$ cat config.mk
export PLATFORM = sky130hd
export DESIGN_NAME = uart_tx_fifo
export DESIGN_NICKNAME = d
export VERILOG_FILES = /design/src/rtl/uart_tx_fifo.sv
export SDC_FILE = /design/constraint.sdc
export NUM_CORES = 1
export LEC_CHECK = 0
export BUFFER_PORTS_ARGS = -buffer_cell sky130_fd_sc_hd__buf_4
export CORE_ASPECT_RATIO = 1.5
export CORE_MARGIN = 2
export CORE_UTILIZATION = 50
export CTS_CLUSTER_SIZE = 30
export DETAILED_ROUTE_END_ITERATION = 7
export PLACE_DENSITY = 0.72
export SYNTH_ARGS = -nofsm -noshare
export SYNTH_HDL_FRONTEND = slang
export SYNTH_SLANG_ARGS = --single-unit
$ cat constraint.sdc
create_clock -name clk -period 3.8 [get_ports clk]
set_input_delay 0.76 -clock clk [delete_from_list [all_inputs] [get_ports clk]]
set_output_delay 0.76 -clock clk [all_outputs]
set_load 0.01 [all_outputs]
$ cat src/rtl/uart_tx_fifo.sv
// uart_tx_fifo
//   First-word-fall-through byte buffer that sits directly in front of the UART
//   transmitter. A producer pushes words with a valid/ready handshake, and the
//   UART pops the head word with tx_vld/tx_rdy.
//
//   Ports
//     clk, reset    clock; synchronous active-high reset
//     flush         synchronous clear of the contents; takes priority over push/pop
//     in_vld/in_rdy/in_data   producer side (push = in_vld && in_rdy)
//     tx_vld/tx_rdy/tx_data   UART side (pop = tx_vld && tx_rdy); tx_data = head word
//     count         number of words stored
//     empty, full, almost_full (count >= AFULL_LVL)
//     underrun      sticky; set if a pop happens while the count register says
//                   empty (a pointer/count disagreement). Cleared by reset or flush.
module uart_tx_fifo #(
    parameter int DATA_BITS = 8,
    parameter int DEPTH     = 16,
    parameter int AFULL_LVL = 12
) (
    input  logic                         clk,
    input  logic                         reset,
    input  logic                         flush,
    input  logic                         in_vld,
    output logic                         in_rdy,
    input  logic [DATA_BITS-1:0]         in_data,
    output logic                         tx_vld,
    input  logic                         tx_rdy,
    output logic [DATA_BITS-1:0]         tx_data,
    output logic [$clog2(DEPTH+1)-1:0]   count,
    output logic                         empty,
    output logic                         full,
    output logic                         almost_full,
    output logic                         underrun
);

    localparam int IDX_W  = $clog2(DEPTH);
    localparam int PTR_WL = IDX_W + 1;
    localparam int CNT_W  = $clog2(DEPTH + 1);

    logic [DATA_BITS-1:0] mem [DEPTH];

    logic [PTR_WL-1:0] wr_ptr_q, wr_ptr_d;
    logic [PTR_WL-1:0] rd_ptr_q, rd_ptr_d;
    logic [CNT_W-1:0]  count_q, count_d;
    logic              underrun_q, underrun_d;

    logic ptr_empty;
    logic ptr_full;
    logic push;
    logic pop;

    // Extra MSB on each pointer distinguishes full from empty when indices match.
    assign ptr_empty = (wr_ptr_q == rd_ptr_q);
    assign ptr_full  = (wr_ptr_q[IDX_W-1:0] == rd_ptr_q[IDX_W-1:0]) &&
                       (wr_ptr_q[IDX_W] != rd_ptr_q[IDX_W]);

    assign in_rdy = !ptr_full && !flush;
    assign tx_vld = !ptr_empty;

    assign push = in_vld && in_rdy;
    assign pop  = tx_vld && tx_rdy && !flush;

    assign tx_data     = mem[rd_ptr_q[IDX_W-1:0]];
    assign count       = count_q;
    assign empty       = ptr_empty;
    assign full        = ptr_full;
    assign almost_full = (count_q >= CNT_W'(AFULL_LVL));
    assign underrun    = underrun_q;

    always_comb begin
        wr_ptr_d   = wr_ptr_q;
        rd_ptr_d   = rd_ptr_q;
        count_d    = count_q;
        underrun_d = underrun_q;
        if (flush) begin
            wr_ptr_d   = '0;
            rd_ptr_d   = '0;
            count_d    = '0;
            underrun_d = 1'b0;
        end else begin
            if (push) begin
                wr_ptr_d = wr_ptr_q + PTR_WL'(1);
            end
            if (pop) begin
                rd_ptr_d = rd_ptr_q + PTR_WL'(1);
            end
            if (push && !pop) begin
                count_d = count_q + CNT_W'(1);
            end else if (pop && !push) begin
                count_d = count_q - CNT_W'(1);
            end
            // Pointers claim data while the count says empty: internal fault.
            if (pop && (count_q == '0)) begin
                underrun_d = 1'b1;
            end
        end
    end

    always_ff @(posedge clk) begin
        if (reset) begin
            wr_ptr_q   <= '0;
            rd_ptr_q   <= '0;
            count_q    <= '0;
            underrun_q <= 1'b0;
        end else begin
            wr_ptr_q   <= wr_ptr_d;
            rd_ptr_q   <= rd_ptr_d;
            count_q    <= count_d;
            underrun_q <= underrun_d;
        end
    end

    // Storage is deliberately not reset; tx_data is don't-care while empty.
    always_ff @(posedge clk) begin
        if (push && !reset) begin
            mem[wr_ptr_q[IDX_W-1:0]] <= in_data;
        end
    end

    a_count_max : assert property (@(posedge clk) disable iff (reset)
        count_q <= CNT_W'(DEPTH));
    a_not_full_empty : assert property (@(posedge clk) disable iff (reset)
        !(ptr_full && ptr_empty));
    a_count_ptrs : assert property (@(posedge clk) disable iff (reset)
        count_q == CNT_W'(wr_ptr_q - rd_ptr_q));
    a_tx_stable : assert property (@(posedge clk) disable iff (reset)
        (tx_vld && !tx_rdy && !flush) |=> $stable(tx_data));

endmodule

==> results.md, run 1 <==
* Status: completed
* DIE HEIGHT at 140 um
* CTS root buffer: clkbuf_16
* HP Start: underrun$_SDFFE_PP0P_
* Hold Buf Count CTS at 0
* Max FO, Critical Path at 8
* Fin Hold WS at 475 ps
* Hpwl dp at about 7400 um
* Share of layout cells above drive strength 1 at between 20% and 30%
* Startpoint types: flop
* Worst r2r src: wr_ptr_q[0]$_SDFFE_PP0P_
* First-pass iteration count of the detailed router at 4
* Starting Density at 51.3%
* Hold Vio Cnt, Final at 0
* Final setup TNS at 0 ps
* Asr flop ratio synth at 0%
* Logic pwr share at under 10%
* Hold Path Class: flop to flop
* Slew HR at between 20% and 30%
* Post-synth top area share at between 60% and 70%
* IO Port Bufs at 31
* Clk_lat worst skew at 410 ps
* Post-DRT Antenna Nets at 0
* Cell variety after synth at 41
* Synth Instances at ~320
* CP arrival at 3620 ps
* GRT Max-Usage Layer: met2
* Max Cap Viol at 0
* Initial DRC Count at between 150 and 200
* Post-layout util at about three fifths
* Mapped Avg Cell Area at between 15 and 20 sq um
* Final Wtd Congestion at around 0.85
* Most frequent cell after synthesis: edfxtp_1
* Fmax at 301 MHz
* GRT met3 Usage at 4.82%
* CTS tree: yes
* ANT cells at 0
* Pwr/cell area at about 500 mW/mm^2
* Die W at 94.4 um
* Vias per std cell at between 5 and 6
* CP most frequent cell: ha_1
* Final nets at 389
* Seq pwr share at between 40% and 50%
* Mapped Area at 0.00613 sq mm
* RSZ-0062 raised after global routing: no
* Post-cts resize count at 0
* Total track usage at 18.6%
* Post-synth net total at about 340
* Vias at ~3000
* CTS Sinks at roughly 150
* Final Max Slew Viols at 0
* Tmin final at between 3000 and 4000 ps
* Area grow syn2layout at 17.0%
* Int Pwr at 2.93 mW
* Critical path endpoint category: flop
* Final setup vio count at 0
* Total global routing overflow at 0
* Grt met1 use at between 20% and 30%
* Worst path max stage delay at ~500 ps
* Kind of critical path: flop to flop
* Post-route DRC at 0
* Sw frac at 20.0%
* Clock tree buffer depth at 2
* Psw at between 0.7 and 0.8 mW
* CTS Buf Count at 17
* GR Util met2 at 31.9%
* Flop2flop setup slack at around 470 ps
* IO Pins at 32
* Pleak at roughly 2.4 nW
* Crit path from: wr_ptr_q[0]$_SDFFE_PP0P_
* Required @ worst endpoint at a little over 4000 ps
* Register area share after synthesis at between 60% and 70%
* Least-Margin Pin Slew at ~1100 ps
* Initial antenna violation count at 0
* H-tree levels at 4
* Post-synth EDFFs at between 100 and 150
* Die ar. at ~0.013 sq mm
* Floorplan core area at ~0.012 sq mm
* Post-synthesis sequential element count at approximately 150
* Number of synthesis warnings at 0
* # rows at 49
* Clk pwr share at between 40 and 50%
* Post-CTS Setup Bufs at 0
* Clock transition at path regs at ~60 ps
* Drt wl/cell at around 21 um
* Crit-path slowest cell: nor4_4
* Peak VDD IR at roughly 330 uV
* Global-route wire length before repair at 17700 um
* Pin count of the biggest net entering global routing at 33
* Worst path cell trace: xor2_1, nor4_4, nand2_1, nand3b_1, ha_1, inv_1, ha_1, nor2b_1, o21a_1, or4_1, and4_1, or2_1
* Commonest cells in the synthesized netlist: 128 x edfxtp_1, 34 x nor2_1, 32 x mux4_1, 20 x dfxtp_1, 9 x ha_1
* Cell taking the most area after synthesis: edfxtp_1
* Top post-synthesis cells by area: edfxtp_1 63%, mux4_1 14%, dfxtp_1 6.5%
* Ys flop type: edfxtp_1
* Vias in the first global route at between 3000 and 4000
* Fin crit share at 87.5%
* Routed wire length at between 10000 and 15000 um
* Clock Skew at roughly 6.4 ps
metal layers:
metal	vias to the layer above	wire [um]	part of all wire, %
met4	0	202	1.8
met5	-	0	0
met3	12	405	3.6
met1	1539	4460	40
met2	82	6090	55
li1	1389	-	-
worst max-delay path, delay by kind of cell, from the launching register on:
kind | cells | cell delay, ps
AOI/OAI and AO/OA | 1 | 180
xor gates and xnor gates | 1 | 140
adders and majority gates | 2 | 520
buffers and inverters | 1 | 110
DFF | 1 | 460
and+or+nand+nor | 7 | 1810
cell type report:
class,instances,area (sq um)
inverters,7,26.3
fillers,853,4780
repair buffers,41,308
well taps,153,191
clock buffers,17,425
clock inverters,15,216
multi-input cells,151,1760
flip-flops and latches,148,4240
final timing paths:
| kind | endpoint | cells after the start |
|---|---|---|
| worst max-delay path | count[4]$_SDFFE_PP0P_ | 12 |
| worst min-delay path | underrun$_SDFFE_PP0P_ | 2 |
| worst max register to register | count[4]$_SDFFE_PP0P_ | 12 |
| worst min register to register | underrun$_SDFFE_PP0P_ | 2 |
per-stage QoR:
step	instances	cell area, sq um	setup WS (ps)	total power, mW
5_1_grt	532	7170	225	3.77
3_5_place_dp	500	6530	485	1.92
6_report	532	7170	474	3.66
2_1_floorplan	321	6130	698	1.86
4_1_cts	532	7170	473	3.69
3_3_place_gp	500	6530	618	1.91
kinds of logic after synthesis:
group                      Yosys count  synth area share, %
adders and majority gates           10                 2.16
muxes                               42                 17.0
xor gates and xnor gates            14                 2.00
AOI/OAI and AO/OA                   19                 2.20
DFF                                148                 69.2
and+or+nand+nor                     66                 5.37
buffers and inverters               22                 2.08
power groups by stage:
| stage | Combinational [mW] | Clock [mW] | Sequential (mW) |
|---|---|---|---|
| after floorplan | 0.0543 | 0 | 1.81 |
| after global placement | 0.102 | 0 | 1.81 |
| after detailed placement | 0.107 | 0 | 1.81 |
| after CTS | 0.107 | 1.81 | 1.77 |
| after global routing | 0.118 | 1.88 | 1.77 |
| final | 0.106 | 1.78 | 1.77 |
registers in the layout, summed over array words and instances (netlist names), named ones only:
| name | flops |
|---|---|
| rd_ptr_q | 5 |
| count | 5 |
| underrun | 1 |
| mem | 128 |
| wr_ptr_q | 5 |
layout by cell type (no fill, tap or decap), types with 2 or more instances in the layout:
cell,n
inv_6,6
xnor2_1,7
ha_1,9
dfxtp_1,20
clkinv_4,2
clkinvlp_4,2
nand2b_1,5
clkbuf_16,17
buf_4,41
a21oi_1,7
inv_1,7
nor2b_1,2
o21ai_0,2
mux4_2,8
nor2_1,34
a211oi_1,2
and2_1,2
bufinv_16,4
edfxtp_1,128
a21o_1,2
xor2_1,7
nand3b_1,3
nand2_1,5
nor3_1,2
nand3_1,5
nand4_1,3
mux4_1,32
Note: power is estimated with default switching activity, not from simulation.
==> run 2, diff against run 1 <==
--- a/config.mk
+++ b/config.mk
@@ -9,6 +9,7 @@
 export CORE_ASPECT_RATIO = 1.5
 export CORE_MARGIN = 2
 export CORE_UTILIZATION = 50
+export CTS_BUF_LIST = sky130_fd_sc_hd__clkbuf_4 sky130_fd_sc_hd__clkbuf_8
 export CTS_CLUSTER_SIZE = 30
 export DETAILED_ROUTE_END_ITERATION = 7
 export PLACE_DENSITY = 0.72
==> run 2 against run 1 <==
Against the previous run:
- setup slack got worse by 25 ps
- utilization fell by 1.6 points
- clock-buffer cell count did not move
- design area fell by 2.7%
- global-route usage fell by 0.089 points
- maximum frequency fell by 0.74%
- sequential power barely moved
==> results.md, run 2 (same netlist as run 1, synthesis figures left out) <==
* Status: completed
* Worst r2r src: wr_ptr_q[0]$_SDFFE_PP0P_
* IO Port Bufs at 31 (unchanged)
* Initial antenna violation count at 0 (unchanged)
* Fin crit share at 88.2% (+0.65 points)
* Vias in the first global route at 3121 (-1.0%)
* RSZ-0062 raised after global routing: no
* Pleak at 2.35 nW (-3.6%)
* Max FO, Critical Path at 32 (+24)
* Vias per std cell at 5.72 (+0.63%)
* Hold Buf Count CTS at 0 (unchanged)
* Die ar. at 0.0132 sq mm (unchanged)
* First-pass iteration count of the detailed router at 4 (unchanged)
* CTS Buf Count at 17 (unchanged)
* Critical path endpoint category: primary output
* Hold Path Class: flop to flop
* Global-route wire length before repair at 17500 um (-0.85%)
* Kind of critical path: flop to primary output
* # rows at 49 (unchanged)
* Largest register FFs at 128 (unchanged)
* Clock Skew at 8.57 ps (+2.15 ps)
* Post-route DRC at 0 (unchanged)
* Clk_lat worst skew at 450 ps (+40 ps)
* Starting Density at 51.3% (unchanged)
* Post-CTS Setup Bufs at 0 (unchanged)
* Area grow syn2layout at 13.8%
* H-tree levels at 4 (unchanged)
* ANT cells at 0 (unchanged)
* Initial DRC Count at 169 (+5.0%)
* Clock transition at path regs at 90 ps (+30 ps)
* Total global routing overflow at 0 (unchanged)
* Pwr/cell area at 463 mW/mm^2 (-9.4%)
* Post-layout util at 58.4% (-1.6 points)
* Peak VDD IR at 241 uV (-26%)
* Share of layout cells above drive strength 1 at 23.2% (unchanged)
* Post-DRT Antenna Nets at 0 (unchanged)
* Least-Margin Pin Slew at 1050 ps (-11.1 ps)
* Clock tree buffer depth at 2 (unchanged)
* CTS tree: yes
* CTS root buffer: clkbuf_8
* Pin count of the biggest net entering global routing at 33 (unchanged)
* Hpwl dp at 7350 um (unchanged)
* Vias at 3041 (+0.63%)
* DIE HEIGHT at 140 um (unchanged)
* CTS Sinks at 148 (unchanged)
* Die W at 94.4 um (unchanged)
* Final setup TNS at 0 ps (unchanged)
* CP arrival at 2590 ps (-1030 ps)
* Hold Vio Cnt, Final at 0 (unchanged)
* Drt wl/cell at 21.0 um (about the same)
* Tmin final at 3350 ps (+24.9 ps)
* Final Wtd Congestion at 0.854 (unchanged)
* Max Cap Viol at 0 (unchanged)
* Post-cts resize count at 0 (unchanged)
* Commonest non-fill, non-tap cell in the layout: edfxtp_1
* Fmax at 298 MHz (-0.74%)
* Startpoint types: flop
* Final nets at 389 (unchanged)
* Required @ worst endpoint at 3040 ps (-1060 ps)
* Total track usage at 18.5% (-0.089 points)
* Final Max Slew Viols at 0 (unchanged)
* Routed wire length at 11200 um (about the same)
* Floorplan core area at 0.0120 sq mm (unchanged)
* Final setup vio count at 0 (unchanged)
* IO Pins at 32 (unchanged)
* Slew HR at 29.8% (+0.74 points)
* Commonest non-fill, non-tap cells in the layout: 128 x edfxtp_1, 41 x buf_4, 34 x nor2_1
* HP Start: underrun$_SDFFE_PP0P_
run 2: cell counts in the layout (fill, tap and decap cells not counted):
Identical to the previous run, type by type.
run 2: power by group:
| part | total, mW | switching (mW) | internal [mW] |
|---|---|---|---|
| logic | 0.106 | 0.0608 | 0.0453 |
| registers | 1.77 | 0.00498 | 1.77 |
| clock network | 1.35 | 0.621 | 0.734 |
| total | 3.23 | 0.686 | 2.55 |
run 2: stage by stage:
step           area, sq um  setup slack (ps)  std cells  power (mW)  hold WS, ps
6_report              6980               449        532        3.23          487
5_1_grt               6980               220        532        3.33          504
4_1_cts               6980               428        532        3.25          481
3_5_place_dp          6530               485        500        1.92          453
3_3_place_gp          6530               618        500        1.91          458
2_1_floorplan         6130               698        321        1.86          483
run 2: final cells by class:
class,instances,area (sq um)
Fill cell,884,4970
Sequential cell,148,4240
Multi-Input combinational cell,151,1760
Timing Repair Buffer,41,308
Clock buffer,17,234
Clock inverter,15,216
Tap cell,153,191
Inverter,7,26.3
run 2: final timing paths:
check | to | slack (ps) | cells past startpoint
max | tx_data[2] | 450 | 4
min | underrun$_SDFFE_PP0P_ | 490 | 2
max reg2reg | count[4]$_SDFFE_PP0P_ | 480 | 12
min reg2reg | underrun$_SDFFE_PP0P_ | 490 | 2
run 2: metal layers:
layer	track usage, %	part of all wire (%)	up-vias
li1	-	-	1386
met1	22.5	40	1562
met2	31.7	54	79
met3	5.41	3.8	14
met4	5.80	1.7	0
met5	0	0	-
run 2: critical path, stage by stage, from the launching register on:
cell and delay, ps:
dfxtp_1 310, buf_4 450, mux4_1 660, mux4_2 520
buf_4 160
==> run 3, diff against run 2 <==
--- a/config.mk
+++ b/config.mk
@@ -12,7 +12,7 @@
 export CTS_BUF_LIST = sky130_fd_sc_hd__clkbuf_4 sky130_fd_sc_hd__clkbuf_8
 export CTS_CLUSTER_SIZE = 30
 export DETAILED_ROUTE_END_ITERATION = 7
-export PLACE_DENSITY = 0.72
+export PLACE_DENSITY = 0.77
 export SYNTH_ARGS = -nofsm -noshare
 export SYNTH_HDL_FRONTEND = slang
 export SYNTH_SLANG_ARGS = --single-unit
==> run 3 against run 2 <==
Against the previous run:
- design area fell by 1.1%
- highest routed layer unchanged
- setup slack improved by 41 ps
- critical endpoint is now count[4]$_SDFFE_PP0P_
- largest cell class unchanged
- first-iteration DRC count is 49% higher
- clock-buffer cell count is the same
==> results.md, run 3 (same netlist as run 1, synthesis figures left out) <==
* Status: completed
* # fillers at 894 (+1.1%)
* Initial antenna violation count at 0 (unchanged)
* Pleak at 2.30 nW (-1.9%)
* Commonest non-fill, non-tap cell in the layout: edfxtp_1
* Clk_lat worst skew at 430 ps (-20 ps)
* Peak VDD IR at 226 uV (-6.1%)
* Worst path cell trace: xor2_1, nor4_4, nand2_1, nand3b_1, ha_1, inv_1, ha_1, nor2b_1, o21a_1, or4_1, and4_1, or2_1
* Clock Skew at 9.23 ps (+0.661 ps)
* RSZ-0062 raised after global routing: no
* Least-Margin Pin Slew at 967 ps (-82.6 ps)
* # rows at 49 (unchanged)
* Worst path max stage delay at 490 ps (-170 ps)
* Final nets at 386 (-0.77%)
* ANT cells at 0 (unchanged)
* Required @ worst endpoint at 4120 ps (+1080 ps)
* Worst r2r src: wr_ptr_q[0]$_SDFFE_PP0P_
* IO Port Bufs at 31 (unchanged)
* CP most frequent cell: ha_1
* Flop2flop setup slack at 490 ps (about the same)
* Reg2reg path depth at 12 (unchanged)
* Power, Total at 3.04 mW (-5.9%)
* Hold Path Class: flop to flop
* Clock tree buffer depth at 2 (unchanged)
* Largest register FFs at 128 (unchanged)
* First-pass iteration count of the detailed router at 4 (unchanged)
* Die W at 94.4 um (unchanged)
* Pin count of the biggest net entering global routing at 33 (unchanged)
* Fmax at 302 MHz (+1.3%)
* Total track usage at 17.9% (-0.58 points)
* Kind of critical path: flop to flop
* Post-CTS Setup Bufs at 0 (unchanged)
* End of the critical path: count[4]$_SDFFE_PP0P_
* Crit-path slowest cell: nor4_4
* Vias per std cell at 5.66 (-0.95%)
* Fin crit share at 87.1% (-1.1 points)
* Final setup vio count at 0 (unchanged)
* DIE HEIGHT at 140 um (unchanged)
* CP arrival at 3630 ps (+1040 ps)
* Tmin final at 3310 ps (-41.5 ps)
* Non-filler instance count after layout at 529 (-0.56%)
* Max FO, Critical Path at 8 (-75%)
* Critical path endpoint category: flop
* Dpl cells at 497 (-0.60%)
* Global-route wire length before repair at 16800 um (-4.0%)
* CTS root buffer: clkbuf_8
* Total global routing overflow at 0 (unchanged)
* Post-cts resize count at 0 (unchanged)
* Post-layout util at 57.7% (-0.67 points)
* Post-route DRC at 0 (unchanged)
* CTS Sinks at 148 (unchanged)
* Hold Buf Count CTS at 0 (unchanged)
* Hpwl dp at 7480 um (+1.7%)
* Crit path from: wr_ptr_q[0]$_SDFFE_PP0P_
* Routed wire length at 10800 um (-3.1%)
* Vias at 2995 (-1.5%)
* CTS tree: yes
* R2R Path End: count[4]$_SDFFE_PP0P_
* Starting Density at 51.3% (unchanged)
* Area grow syn2layout at 12.5%
* Die ar. at 0.0132 sq mm (unchanged)
* CTS Buf Count at 17 (unchanged)
* Clock transition at path regs at 80 ps (about the same)
* Pwr/cell area at 441 mW/mm^2 (-4.8%)
* Drt wl/cell at 20.4 um (-2.5%)
* H-tree levels at 4 (unchanged)
* Final Wtd Congestion at 0.811 (-5.0%)
* Slew HR at 35.3% (+5.5 points)
* Share of layout cells above drive strength 1 at 22.6% (-0.61 points)
* Commonest non-fill, non-tap cells in the layout: 128 x edfxtp_1, 38 x buf_4, 34 x nor2_1
* Initial DRC Count at 251 (+49%)
* Final Max Slew Viols at 0 (unchanged)
* Floorplan core area at 0.0120 sq mm (unchanged)
* Startpoint types: flop
* Hold Vio Cnt, Final at 0 (unchanged)
* Max Cap Viol at 0 (unchanged)
* Final setup TNS at 0 ps (unchanged)
* IO Pins at 32 (unchanged)
* Post-DRT Antenna Nets at 0 (unchanged)
* Vias in the first global route at 3064 (-1.8%)
==> run 3: per-stage QoR <==
stage          hold slack [ps]  setup WS, ps  instance area [sq um]
3_3_place_gp               456           613                   6510
5_1_grt                    501           276                   6900
2_1_floorplan              483           698                   6130
3_5_place_dp               452           506                   6510
6_report                   476           491                   6900
4_1_cts                    481           455                   6900
==> run 3: per-layer routing <==
metal	up-vias	share of wire (%)	GRT usage, %
li1	1386	-	-
met1	1526	37	19.8
met2	65	58	32.7
met3	18	3.0	4.01
met4	0	1.8	7.40
met5	-	0	0
==> run 3: how the worst min path moves through the flow <==
stage	startpoint	endpoint	slack (ps)	cells past startpoint
final	underrun$_SDFFE_PP0P_	underrun$_SDFFE_PP0P_	480	2
after global routing	underrun$_SDFFE_PP0P_	underrun$_SDFFE_PP0P_	500	2
after CTS	underrun$_SDFFE_PP0P_	underrun$_SDFFE_PP0P_	480	2
after detailed placement	underrun$_SDFFE_PP0P_	underrun$_SDFFE_PP0P_	450	2
after global placement	underrun$_SDFFE_PP0P_	underrun$_SDFFE_PP0P_	460	2
after floorplan	underrun$_SDFFE_PP0P_	underrun$_SDFFE_PP0P_	480	2
==> run 3: worst max-delay path: cells and delay by family (launching register included) <==
family | cells | cell delay (ps)
adder cells (fa/ha/maj) | 2 | 530
buffers and inverters | 1 | 100
flip-flops | 1 | 470
AND/OR/NAND/NOR | 7 | 1790
XOR/XNOR | 1 | 150
AO/OA/AOI/OAI | 1 | 170
==> run 3: layout make-up <==
cell class              instances  area (sq um)  area share (%)
clock inverters                15           159            2.30
clock buffers                  17           234            3.39
repair buffers                 38           285            4.13
flip-flops and latches        148          4240            61.5
well taps                     153           191            2.77
inverters                       7          26.3           0.381
multi-input cells             151          1760            25.5
==> run 3: power by group <==
group,total [mW],leakage (nW),internal (mW),switching (mW)
Combinational,0.104,0.798,0.0444,0.0600
Sequential,1.77,1.31,1.77,0.00510
Clock,1.17,0.192,0.546,0.620
